===== src/rtl/frame_scrambler_pkg.sv =====
// Shared constants and types for the line-side frame scrambler and its receive-side descrambler.
// Latency: n/a (package only).
// Backpressure: n/a (package only).
//
// Contents: frame geometry defaults, scrambler seed, polynomial taps (x^16+x^12+x^3+x+1),
// sync state encoding, and a single-step feedback helper.
package frame_scrambler_pkg;

  localparam int          FRAME_BYTES_DEF = 4164;      // 4 rows x 1041 cols
  localparam int          FAS_BYTES_DEF   = 6;         // F6 F6 F6 28 28 28
  localparam logic [15:0] SEED_DEF        = 16'hFFFF;
  localparam int          CNT_W           = 13;

  // Feedback taps on the 16-bit state: s[15]^s[11]^s[2]^s[0].
  localparam logic [15:0] LFSR_TAPS = 16'h8805;

  typedef enum logic [1:0] {
    ST_UNSYNC   = 2'd0,
    ST_BYPASS   = 2'd1,
    ST_SCRAMBLE = 2'd2
  } scr_state_t;

  // New bit shifted into s[0] on one LFSR step.
  function automatic logic lfsr_fb(input logic [15:0] s);
    return ^(s & LFSR_TAPS);
  endfunction

endpackage


===== src/rtl/scr_lfsr_step8.sv =====
// Combinational 8-step scrambler LFSR: byte key plus state after eight shifts.
// Latency: 0 cycles (pure combinational).
// Backpressure: none; caller decides whether to register next_state.
//
// Ports:
//   state_cur  in  16  current LFSR state
//   key        out  8  keystream byte, first generated bit in key[7]
//   state_nxt  out 16  state after eight shifts
module scr_lfsr_step8
  import frame_scrambler_pkg::*;
(
  input  logic [15:0] state_cur,
  output logic [7:0]  key,
  output logic [15:0] state_nxt
);

  logic [15:0] s;

  // Each step emits s[15] as the key bit, then shifts left with the feedback bit in s[0].
  always_comb begin
    s   = state_cur;
    key = '0;
    for (int i = 7; i >= 0; i--) begin
      key[i] = s[15];
      s      = {s[14:0], lfsr_fb(s)};
    end
    state_nxt = s;
  end

endmodule


===== src/rtl/frame_scrambler.sv =====
// Frame-synchronous additive scrambler between frame mapper and line serializer; checks FAS spacing.
// Latency: 1 cycle for every valid byte, input to output.
// Backpressure: none; every valid input byte is accepted and emitted one cycle later.
//
// Ports:
//   i_clk, i_rst_n                      clock, async active-low reset
//   i_frame_data/_valid/_fas            mapped byte stream, FAS marks first FAS byte
//   i_scr_en                            1 = scramble, 0 = pass-through (keystream still advances)
//   o_line_data/_valid/_fas             registered scrambled stream
//   o_locked                            set after a correctly spaced FAS pair
//   o_frame_err                         one-cycle pulse on misplaced or missing FAS
module frame_scrambler
  import frame_scrambler_pkg::*;
#(
  parameter int          FRAME_BYTES = FRAME_BYTES_DEF,
  parameter int          FAS_BYTES   = FAS_BYTES_DEF,
  parameter logic [15:0] SEED        = SEED_DEF
) (
  input  logic       i_clk,
  input  logic       i_rst_n,
  input  logic [7:0] i_frame_data,
  input  logic       i_frame_data_valid,
  input  logic       i_frame_data_fas,
  input  logic       i_scr_en,
  output logic [7:0] o_line_data,
  output logic       o_line_data_valid,
  output logic       o_line_data_fas,
  output logic       o_locked,
  output logic       o_frame_err
);

  localparam logic [CNT_W-1:0] CNT_ONE   = CNT_W'(1);
  localparam logic [CNT_W-1:0] FRAME_END = CNT_W'(FRAME_BYTES);
  localparam logic [CNT_W-1:0] BYP_LAST  = CNT_W'(FAS_BYTES - 1);

  scr_state_t       state, state_nxt;
  logic [CNT_W-1:0] cnt, cnt_nxt;
  logic [15:0]      lfsr, lfsr_nxt, lfsr_adv;
  logic [7:0]       key;
  logic [7:0]       data_nxt;
  logic             locked_nxt;
  logic             err_nxt;

  scr_lfsr_step8 u_lfsr (
    .state_cur (lfsr),
    .key       (key),
    .state_nxt (lfsr_adv)
  );

  always_comb begin
    state_nxt  = state;
    cnt_nxt    = cnt;
    lfsr_nxt   = lfsr;
    locked_nxt = o_locked;
    err_nxt    = 1'b0;
    data_nxt   = 8'h00;

    if (i_frame_data_valid) begin
      data_nxt = i_frame_data;
      cnt_nxt  = cnt + CNT_ONE;

      if (i_frame_data_fas) begin
        // Any FAS (re)starts the bypass window; spacing is only judged once synced.
        cnt_nxt   = CNT_ONE;
        state_nxt = ST_BYPASS;
        if (state != ST_UNSYNC) begin
          if (cnt == FRAME_END) begin
            locked_nxt = 1'b1;
          end else begin
            err_nxt    = 1'b1;
            locked_nxt = 1'b0;
          end
        end
      end else if (state != ST_UNSYNC && cnt == FRAME_END) begin
        // Expected FAS did not arrive: drop sync, this byte passes through untouched.
        err_nxt    = 1'b1;
        locked_nxt = 1'b0;
        state_nxt  = ST_UNSYNC;
      end else begin
        case (state)
          ST_BYPASS: begin
            // Last FAS byte: seed the keystream for the first payload byte.
            if (cnt == BYP_LAST) begin
              lfsr_nxt  = SEED;
              state_nxt = ST_SCRAMBLE;
            end
          end
          ST_SCRAMBLE: begin
            lfsr_nxt = lfsr_adv;
            if (i_scr_en) begin
              data_nxt = i_frame_data ^ key;
            end
          end
          default: ;
        endcase
      end
    end
  end

  always_ff @(posedge i_clk or negedge i_rst_n) begin
    if (!i_rst_n) begin
      state             <= ST_UNSYNC;
      cnt               <= '0;
      lfsr              <= SEED;
      o_line_data       <= '0;
      o_line_data_valid <= 1'b0;
      o_line_data_fas   <= 1'b0;
      o_locked          <= 1'b0;
      o_frame_err       <= 1'b0;
    end else begin
      state             <= state_nxt;
      cnt               <= cnt_nxt;
      lfsr              <= lfsr_nxt;
      o_line_data       <= data_nxt;
      o_line_data_valid <= i_frame_data_valid;
      o_line_data_fas   <= i_frame_data_valid & i_frame_data_fas;
      o_locked          <= locked_nxt;
      o_frame_err       <= err_nxt;
    end
  end

endmodule


===== config.mk =====
export PLATFORM = sky130hd
export DESIGN_NAME = frame_scrambler
export DESIGN_NICKNAME = d
export VERILOG_FILES = /design/src/rtl/frame_scrambler_pkg.sv /design/src/rtl/scr_lfsr_step8.sv /design/src/rtl/frame_scrambler.sv
export SDC_FILE = /design/constraint.sdc
export NUM_CORES = 1
export LEC_CHECK = 0
export ABC_CLOCK_PERIOD_IN_PS = 4800
export CELL_PAD_IN_SITES_DETAIL_PLACEMENT = 0
export CELL_PAD_IN_SITES_GLOBAL_PLACEMENT = 1
export CORE_MARGIN = 3
export CORE_UTILIZATION = 48
export DETAILED_ROUTE_END_ITERATION = 10
export PLACE_DENSITY = 0.9
export REMOVE_ABC_BUFFERS = 1
export SYNTH_ARGS = -nofsm -noshare
export SYNTH_HDL_FRONTEND = slang
export SYNTH_SLANG_ARGS = --single-unit

===== constraint.sdc =====
create_clock -name i_clk -period 4.8 [get_ports i_clk]
set_input_delay 0.48 -clock i_clk [delete_from_list [all_inputs] [get_ports i_clk]]
set_output_delay 0.48 -clock i_clk [all_outputs]
set_load 0.005 [all_outputs]

* Word level (Yosys, flattened, before mapping) *
Cells that the tools add are included.

word-level totals
  register bits after elaboration = 43
  memory bits (writable) = 0
  word-level logic and storage cells = 57
  latch bits = 0
  input bits = 13
  ROM bits = 0
  memories = 0

operators by class
  muxes and demuxes = 21
  order comparisons = 0
  $mul = 0
  bitwise gates (word level) = 4
  eq/ne operators = 6
  add/sub/neg operators = 1
  div/mod/pow operators = 0
  reduce and logical (&&, ||, !) cells = 17
  shifts and indexed selects = 0

operator list
  operator               number
  $reduce_xor 16->1      8
  $mux 8                 5
  $pmux 16 s2            1
  $mux 16                1
  $add 13x1->13 const B  1
  $eq 13x13->1 const B   1
  $eq 13x3->1 const B    1
  $mux 13                1
  $mux 1                 9
  $mux 2                 4
  $xor 8x8->8            1
  $reduce_and 3->1       2
  $reduce_bool 2->1      3
  $reduce_bool 3->1      2
  $reduce_and 5->1       1
  $eq 2x1->1 const B     1
  $eq 2x2->1 const B     1
  $ne 2x1->1 const B     1
  $ne 2x2->1 const B     1
  $not 1->1              2
  $and 1x1->1            1
  $logic_and 1x1->1      1

* Logic depth before layout (Yosys ltp) *
Gate-level depths: netlist of run 1.

  depth after elaboration = 9
  gate-level depth with buffers = 8
  gate-level depth less buffers = 7

* Modules after synthesis *
Synthesis of run 1 repeated with hierarchy kept, for this count alone.

unflattened totals
  cell total of the unflattened synthesis = 218
  area total of the unflattened synthesis = 2,424.8 um^2

by module, submodules not included
  module           times used  sequential area each (um^2)  cells each  area each (um^2)
  frame_scrambler  1           1,096.1                      181         2,026.9
  scr_lfsr_step8   1           0.0                          37          397.9

* Worst setup path after synthesis of run 1 *
OpenSTA, ideal clock, no wires.

  path kind = register to register
  start point = reg lfsr[9]
  end point = reg lfsr[0]
  data arrival time = 1,921 ps
  required time = 4,720 ps
  stages on the path, launching flop included = 6
  setup time = 80 ps
  slack = 2,799 ps
  period minus slack after synthesis = 2,001 ps
  path through = dfstp_2 > xor2_1 > xnor2_1 > xnor3_1 > xnor3_1 > o22a_1

on the way
  cells in the longest elaborated chain, start to end = 7

RTL lines
  element                         line                       source
  from (decl)                     frame_scrambler.sv:38      logic [15:0] lfsr, lfsr_nxt, lfsr_adv;
  from (signal assigned)          frame_scrambler.sv:113     lfsr <= lfsr_nxt;
  $reduce_xor 16->1 (5 in a row)  frame_scrambler_pkg.sv:25  return ^(s & LFSR_TAPS);
  $reduce_xor 16->1 (*)           frame_scrambler_pkg.sv:25
  $pmux 16 s2 (*)                 frame_scrambler.sv:80      case (state)

Every way passes the cells marked *; elsewhere a longest branch is shown, timed or not.
A chain may end at the register's enable or synchronous reset.

* Worst setup path after layout of run 1 *
  start point = reg cnt[8]
  end point = reg lfsr[3]

on the way
  cells in the longest elaborated chain, start to end = 4
  elaborated cells on any way between the ends = 6

RTL lines
  element                                                              line                    source
  from (decl)                                                          frame_scrambler.sv:37   logic [CNT_W-1:0] cnt, cnt_nxt;
  from (signal assigned)                                               frame_scrambler.sv:112  cnt <= cnt_nxt;
  parallel branches: the longest is 3 deep, another holds $eq 13x3->1  --
  $reduce_and 5->1 (no line) (*)                                       --

Every way passes the cells marked *.

==> impl_metrics.env, run 1 <==
export IMPL_nNetsFinal=237
export IMPL_io_buffers=24
export IMPL_cts_path_max_buffers=2
export IMPL_root_buffer="clkbuf_8"
export IMPL_holdBufCountCts=0
export IMPL_io_pins=25
export IMPL_final_hold_violation_count=0
export IMPL_setup_ws_ps=2400
export IMPL_rsz0062_at_grt="no"
export IMPL_htreeDepth=2
export IMPL_maxSlewViolCount=0
export IMPL_synth_edf_count=0
export IMPL_p_int_w=0.00118
export IMPL_syn_to_final_growth_pct=14.8
export IMPL_cts_tree="yes"
export IMPL_p_leak_nw=1.04
export IMPL_outcome="finished, final reports clean"
export IMPL_grt_overflow=0
export IMPL_ir_drop_uv=573
export IMPL_synth_seq_cells=43
export IMPL_drt_antenna_violating_nets=0
export IMPL_synth_flop_cell="dfrtp_1"
export IMPL_power_frac_seq=0.343
export IMPL_synth_avg_cell_area_sq_um=11.1
export IMPL_synthCells=200
export IMPL_antenna_found_initial=0
export IMPL_end_kind="flip-flop"
export IMPL_p_total_w=0.00171
export IMPL_maxSlewHeadroom=0.376
export IMPL_drive_above_1_share=0.135
export IMPL_synth_seq_area_share=0.494
export IMPL_die_h_um=74.0
export IMPL_routed_via_density=5.50
export IMPL_p_per_area_nw_per_um2=670
export IMPL_first_global_vias=1448
export IMPL_fmaxAchievable_mhz=416
export IMPL_power_switching_w=0.000533
export IMPL_pwr_share_clk=0.127
export IMPL_gp_congestion=0.767
export IMPL_fin_skew_ps=5.26
export IMPL_path_class="flip-flop to flip-flop"
export IMPL_nFillCells=377
export IMPL_ys_types=36
export IMPL_n_antenna_cell=0
export IMPL_grtUsageTotal=0.158
export IMPL_dp_cells=266
export IMPL_cp_start_kind="flip-flop"
export IMPL_yosys_warnings=0
export IMPL_tightest_slew_ps=936
export IMPL_cts_sinks=43
export IMPL_required_ps=5020
export IMPL_wl_um=3910
export IMPL_drtPass1Iterations=4
export IMPL_drt_iter0_markers=118
export IMPL_hold_path_class="primary input to asynchronous set/reset pin"
export IMPL_drt_wirelength_per_cell_um=14.3
export IMPL_power_frac_comb=0.530
export IMPL_drv_cap=0
export IMPL_cts_repair_resized=0
export IMPL_finalCriticalPeriod_ps=2400
export IMPL_grt_pass1_wl_um=6660
export IMPL_cts_setup_buffers=0
export IMPL_finalCritPeriodShare=0.500
export IMPL_netlist_area_sq_um=2220
export IMPL_grt_max_degree=44
export IMPL_start_util=0.503
export IMPL_async_reset_ff_frac=1.00
export IMPL_p_sw_frac=0.312
export IMPL_coreArea_sq_um=4410
export IMPL_clock_latency_ps=290
export IMPL_finalSetupTns_ps=0
export IMPL_drcViolationCount=0
export IMPL_post_place_ws_ps=2200
export IMPL_worst_path_max_fanout=16
export IMPL_rows=24
export IMPL_final_util=0.578
export IMPL_finalSetupViolations=0
export IMPL_arrival_ps=2620
export IMPL_fin_cells=274
export IMPL_path_clk_slew_ps=80
export IMPL_numCtsBuffers=5
export IMPL_fp_dieW_um=74.0
export IMPL_dieArea_sq_um=5480
export IMPL_vias=1508
-- layout by cell type, fill, tap and decap left out, types with 2 or more instances in the layout --
cell type | Yosys | routed
a21oi_1 | 4 | 4
and2_1 | 9 | 9
and3_1 | 2 | 2
clkbuf_1 | 7 | 2
clkbuf_8 | 0 | 5
clkdlybuf4s50_1 | 0 | 23
dfrtp_1 | 27 | 27
dfstp_2 | 16 | 16
ha_1 | 3 | 3
inv_1 | 2 | 2
nand2_1 | 8 | 8
nand3_1 | 12 | 12
nand4_1 | 4 | 4
nor2_1 | 10 | 10
nor2b_1 | 3 | 3
nor3_1 | 10 | 10
o21ai_0 | 12 | 12
o22a_1 | 16 | 16
or3_1 | 3 | 3
xnor2_1 | 16 | 16
xnor3_1 | 3 | 3
xor2_1 | 16 | 16
-- cells by family after synthesis --
logic type | after synthesis | synth area share
and+or+nand+nor | 70 | 0.181
buffers and inverters | 12 | 0.0270
xor gates and xnor gates | 36 | 0.167
adders and majority gates | 3 | 0.0169
DFF | 43 | 0.494
AOI/OAI and AO/OA | 36 | 0.114
-- critical path: stages, from the launching register on --
cell,delay [ps]
dfrtp_1,430
or4_4,570
nor4_4,670
nor2b_1,170
o21a_2,260
o22a_1,230
-- power groups by stage --
stage	clock, W	sequential (W)	combinational (W)
after global routing	0.000241	0.000599	0.000970
after CTS	0.000227	0.000585	0.000913
after global placement	0	0.000589	0.000898
after floorplan	0	0.000567	0.000784
after detailed placement	0	0.000592	0.000909
final	0.000217	0.000587	0.000905
-- per-stage QoR --
step / instance area [sq um] / hold WS, ps
after floorplan: 2170 / 184
after global placement: 2470 / 493
after global routing: 2550 / 402
after detailed placement: 2470 / 494
after CTS: 2550 / 353
final: 2550 / 329
-- worst paths after layout --
path                               start  endpoint  slack [ps]  depth (start not counted)
worst max-delay path              cnt[8]   lfsr[3]        2400                          5
worst min register to register  o_locked  o_locked         510                          2
max in group asynchronous        i_rst_n  state[0]        3890                          1
worst max register to register    cnt[8]   lfsr[3]        2400                          5
min in group i_clk              o_locked  o_locked         510                          2
worst min-delay path             i_rst_n    cnt[7]         330                          1
-- layout make-up --
| cell class | instances | area, sq um | share of cell area |
|---|---|---|---|
| inverter | 2 | 7.51 | 0.00294 |
| timing repair buffer | 24 | 235 | 0.0922 |
| clock buffer | 7 | 76.3 | 0.0299 |
| clock inverter | 1 | 5.00 | 0.00196 |
| multi-input combinational | 145 | 1060 | 0.418 |
| tap | 52 | 65.1 | 0.0255 |
| sequential | 43 | 1100 | 0.430 |
-- layer usage --
layer | vias to the layer above | wire length [um] | GRT usage
met5 | - | 0 | 0
met4 | 0 | 94 | 0.0644
met3 | 9 | 140 | 0.0419
met2 | 23 | 1710 | 0.232
met1 | 729 | 1970 | 0.221
li1 | 747 | - | -
-- registers in the layout, summed over array words and instances, names as in the netlist --
register           cells
o_frame_err            1
state                  2
lfsr                  16
o_line_data_fas        1
o_line_data_valid      1
cnt                   13
o_locked               1
o_line_data            8
-- cells in the mapped netlist (all sizes together) (2+ instances only) --
master / n / share of area
xnor3: 3 / 0.030
o22a: 16 / 0.063
inv: 2 / 0.0034
and2: 9 / 0.025
nor2: 10 / 0.017
nor2b: 3 / 0.0085
or3: 3 / 0.0085
and3: 2 / 0.0056
clkbuf: 7 / 0.012
a21oi: 4 / 0.0090
buf: 3 / 0.012
nand3: 12 / 0.027
nand2: 9 / 0.016
xor2: 16 / 0.063
ha: 3 / 0.017
xnor2: 16 / 0.063
dfrtp: 27 / 0.30
nor3: 10 / 0.023
dfstp: 16 / 0.19
o21ai: 12 / 0.027
nand4: 4 / 0.011
No activity file was read; power rests on OpenSTA's default activity.
==> run 2, diff against run 1 <==
--- a/config.mk
+++ b/config.mk
@@ -5,13 +5,13 @@
 export SDC_FILE = /design/constraint.sdc
 export NUM_CORES = 1
 export LEC_CHECK = 0
-export ABC_CLOCK_PERIOD_IN_PS = 4800
+export ABC_CLOCK_PERIOD_IN_PS = 2310
 export CELL_PAD_IN_SITES_DETAIL_PLACEMENT = 0
 export CELL_PAD_IN_SITES_GLOBAL_PLACEMENT = 1
 export CORE_MARGIN = 3
-export CORE_UTILIZATION = 48
+export CORE_UTILIZATION = 44
 export DETAILED_ROUTE_END_ITERATION = 10
-export PLACE_DENSITY = 0.9
+export PLACE_DENSITY = 0.83
 export REMOVE_ABC_BUFFERS = 1
 export SYNTH_ARGS = -nofsm -noshare
 export SYNTH_HDL_FRONTEND = slang
==> constraint.sdc (replaced) <==
create_clock -name i_clk -period 2.31 [get_ports i_clk]
set_input_delay 0.231 -clock i_clk [delete_from_list [all_inputs] [get_ports i_clk]]
set_output_delay 0.231 -clock i_clk [all_outputs]
set_load 0.005 [all_outputs]
==> run 2 against run 1 <==
Effect of this change: setup slack got worse by 2200 ps; sequential share of layout area decreased by 1.2 points; global-route usage decreased by 1.0 points; maximum frequency increased by 13%; cell count increased by 7.7%; register-to-register slack got worse by 2200 ps; sequential power increased by 110%; critical path type unchanged; largest cell class unchanged.
==> impl_metrics.env, run 2 (synthesized netlist as in run 1, its figures left out) <==
export IMPL_end_kind="flip-flop"
export IMPL_r2r_setup_slack_ps=180
export IMPL_drtPass1Iterations=4
export IMPL_drv_cap=0
export IMPL_final_util=0.548
export IMPL_gp_congestion=0.775
export IMPL_hold_path_class="primary input to asynchronous set/reset pin"
export IMPL_cp_start_kind="flip-flop"
export IMPL_cts_path_max_buffers=2
export IMPL_final_hold_violation_count=0
export IMPL_finalCritPeriodShare=0.923
export IMPL_wl_um=4090
export IMPL_io_pins=25
export IMPL_grt_max_degree=44
export IMPL_dp_hpwl_um=2850
export IMPL_rsz0062_at_grt="no"
export IMPL_drt_wirelength_per_cell_um=13.9
export IMPL_grtUsageTotal=0.147
export IMPL_die_h_um=77.0
export IMPL_crit_path_frequent_cell="xnor3_1"
export IMPL_vias=1506
export IMPL_cp_num_buf_inv=0
export IMPL_numCtsBuffers=5
export IMPL_slowest_delay_ps=570
export IMPL_drt_iter0_markers=81
export IMPL_finalCriticalPeriod_ps=2130
export IMPL_cts_repair_resized=0
export IMPL_cts_tree="yes"
export IMPL_coreArea_sq_um=4790
export IMPL_drcViolationCount=0
export IMPL_p_leak_nw=1.08
export IMPL_drive_above_1_share=0.158
export IMPL_antenna_found_initial=0
export IMPL_routed_via_density=5.11
export IMPL_cts_sinks=43
export IMPL_outcome="finished, final reports clean"
export IMPL_layout_commonest_cell="dfrtp_1"
export IMPL_critPathTopFamily="XOR/XNOR gates"
export IMPL_arrival_ps=2350
export IMPL_n_antenna_cell=0
export IMPL_syn_to_final_growth_pct=18.1
export IMPL_io_buffers=24
export IMPL_fmaxAchievable_mhz=469
export IMPL_grt_overflow=0
export IMPL_first_global_vias=1439
export IMPL_finalSetupTns_ps=0
export IMPL_rows=25
export IMPL_maxSlewHeadroom=0.377
export IMPL_required_ps=2530
export IMPL_htreeDepth=2
export IMPL_largest_registers="lfsr (16), cnt (13), o_line_data (8)"
export IMPL_slowest_stage="dfstp_2"
export IMPL_maxSlewViolCount=0
export IMPL_worst_path_max_fanout=4
export IMPL_largest_reg_flops=16
export IMPL_root_buffer="clkbuf_8"
export IMPL_cts_setup_buffers=0
export IMPL_tightest_slew_ps=935
export IMPL_drt_antenna_violating_nets=0
export IMPL_finalSetupViolations=0
export IMPL_path_class="flip-flop to flip-flop"
export IMPL_p_per_area_nw_per_um2=1350
export IMPL_clock_latency_ps=290
export IMPL_holdBufCountCts=0
export IMPL_fp_dieW_um=77.0
export IMPL_top_register="lfsr"
export IMPL_path_cells="xor2_1 > xnor2_1 > xnor3_1 > xnor3_1 > o22a_1"
export IMPL_grt_pass1_wl_um=6890
export IMPL_fin_skew_ps=7.19
export IMPL_nNetsFinal=243
export IMPL_mostFrequentLayoutCells="27 x dfrtp_1, 23 x clkdlybuf4s50_1"
export IMPL_ir_drop_uv=1810
export IMPL_start_util=0.464
export IMPL_dieArea_sq_um=5940
export IMPL_path_clk_slew_ps=80
==> run 2: cell types whose count changed in the layout (fill, tap and decap cells not counted), sizes merged <==
cell  before  now
buf        1    7
==> run 2: per-stage QoR <==
stage               area [sq um]  std cells  power (W)  hold slack (ps)  setup slack [ps]
finish                      2620        295    0.00355             77.5               177
detailed placement          2530        287    0.00310              428               193
CTS                         2620        295    0.00360              102               163
floorplan                   2170        190    0.00281            -64.6               178
global placement            2530        287    0.00307              417               249
global route                2620        295    0.00380              136              32.6
==> run 2: layer usage <==
| layer | track usage | vias to the layer above | wire length (um) |
|---|---|---|---|
| met5 | 0 | - | 0 |
| met4 | 0.0747 | 0 | 75 |
| met3 | 0.0305 | 4 | 136 |
| met2 | 0.221 | 29 | 1860 |
| met1 | 0.202 | 717 | 2020 |
| li1 | - | 756 | - |
==> run 2: path summary, 6_finish.rpt <==
path,startpoint,to,depth (start not counted)
setup / recovery,lfsr[9],lfsr[0],5
hold / removal,i_rst_n,cnt[7],1
setup reg to reg,lfsr[9],lfsr[0],5
hold reg to reg,o_locked,o_locked,2
max in group asynchronous,i_rst_n,o_frame_err,1
min in group i_clk,o_locked,o_locked,2
==> run 2: cell type report <==
type | count | area [sq um]
well taps | 67 | 83.8
inverters | 2 | 7.51
fillers | 434 | 2160
clock buffers | 7 | 86.3
flip-flops and latches | 43 | 1100
repair buffers | 30 | 280
multi-input cells | 145 | 1060
clock inverters | 1 | 3.75
==> run 2: power breakdown <==
part           internal [W]  switching (W)  total [W]
clock              0.000240       0.000246   0.000485
sequential          0.00103       0.000181    0.00121
combinational       0.00121       0.000650    0.00186
==> run 2: worst reg2reg max path, cell delays in order, from the launching register on <==
cell     delay [ps]
dfstp_2         570
xor2_1          240
xnor2_1         240
xnor3_1         500
xnor3_1         340
o22a_1          160
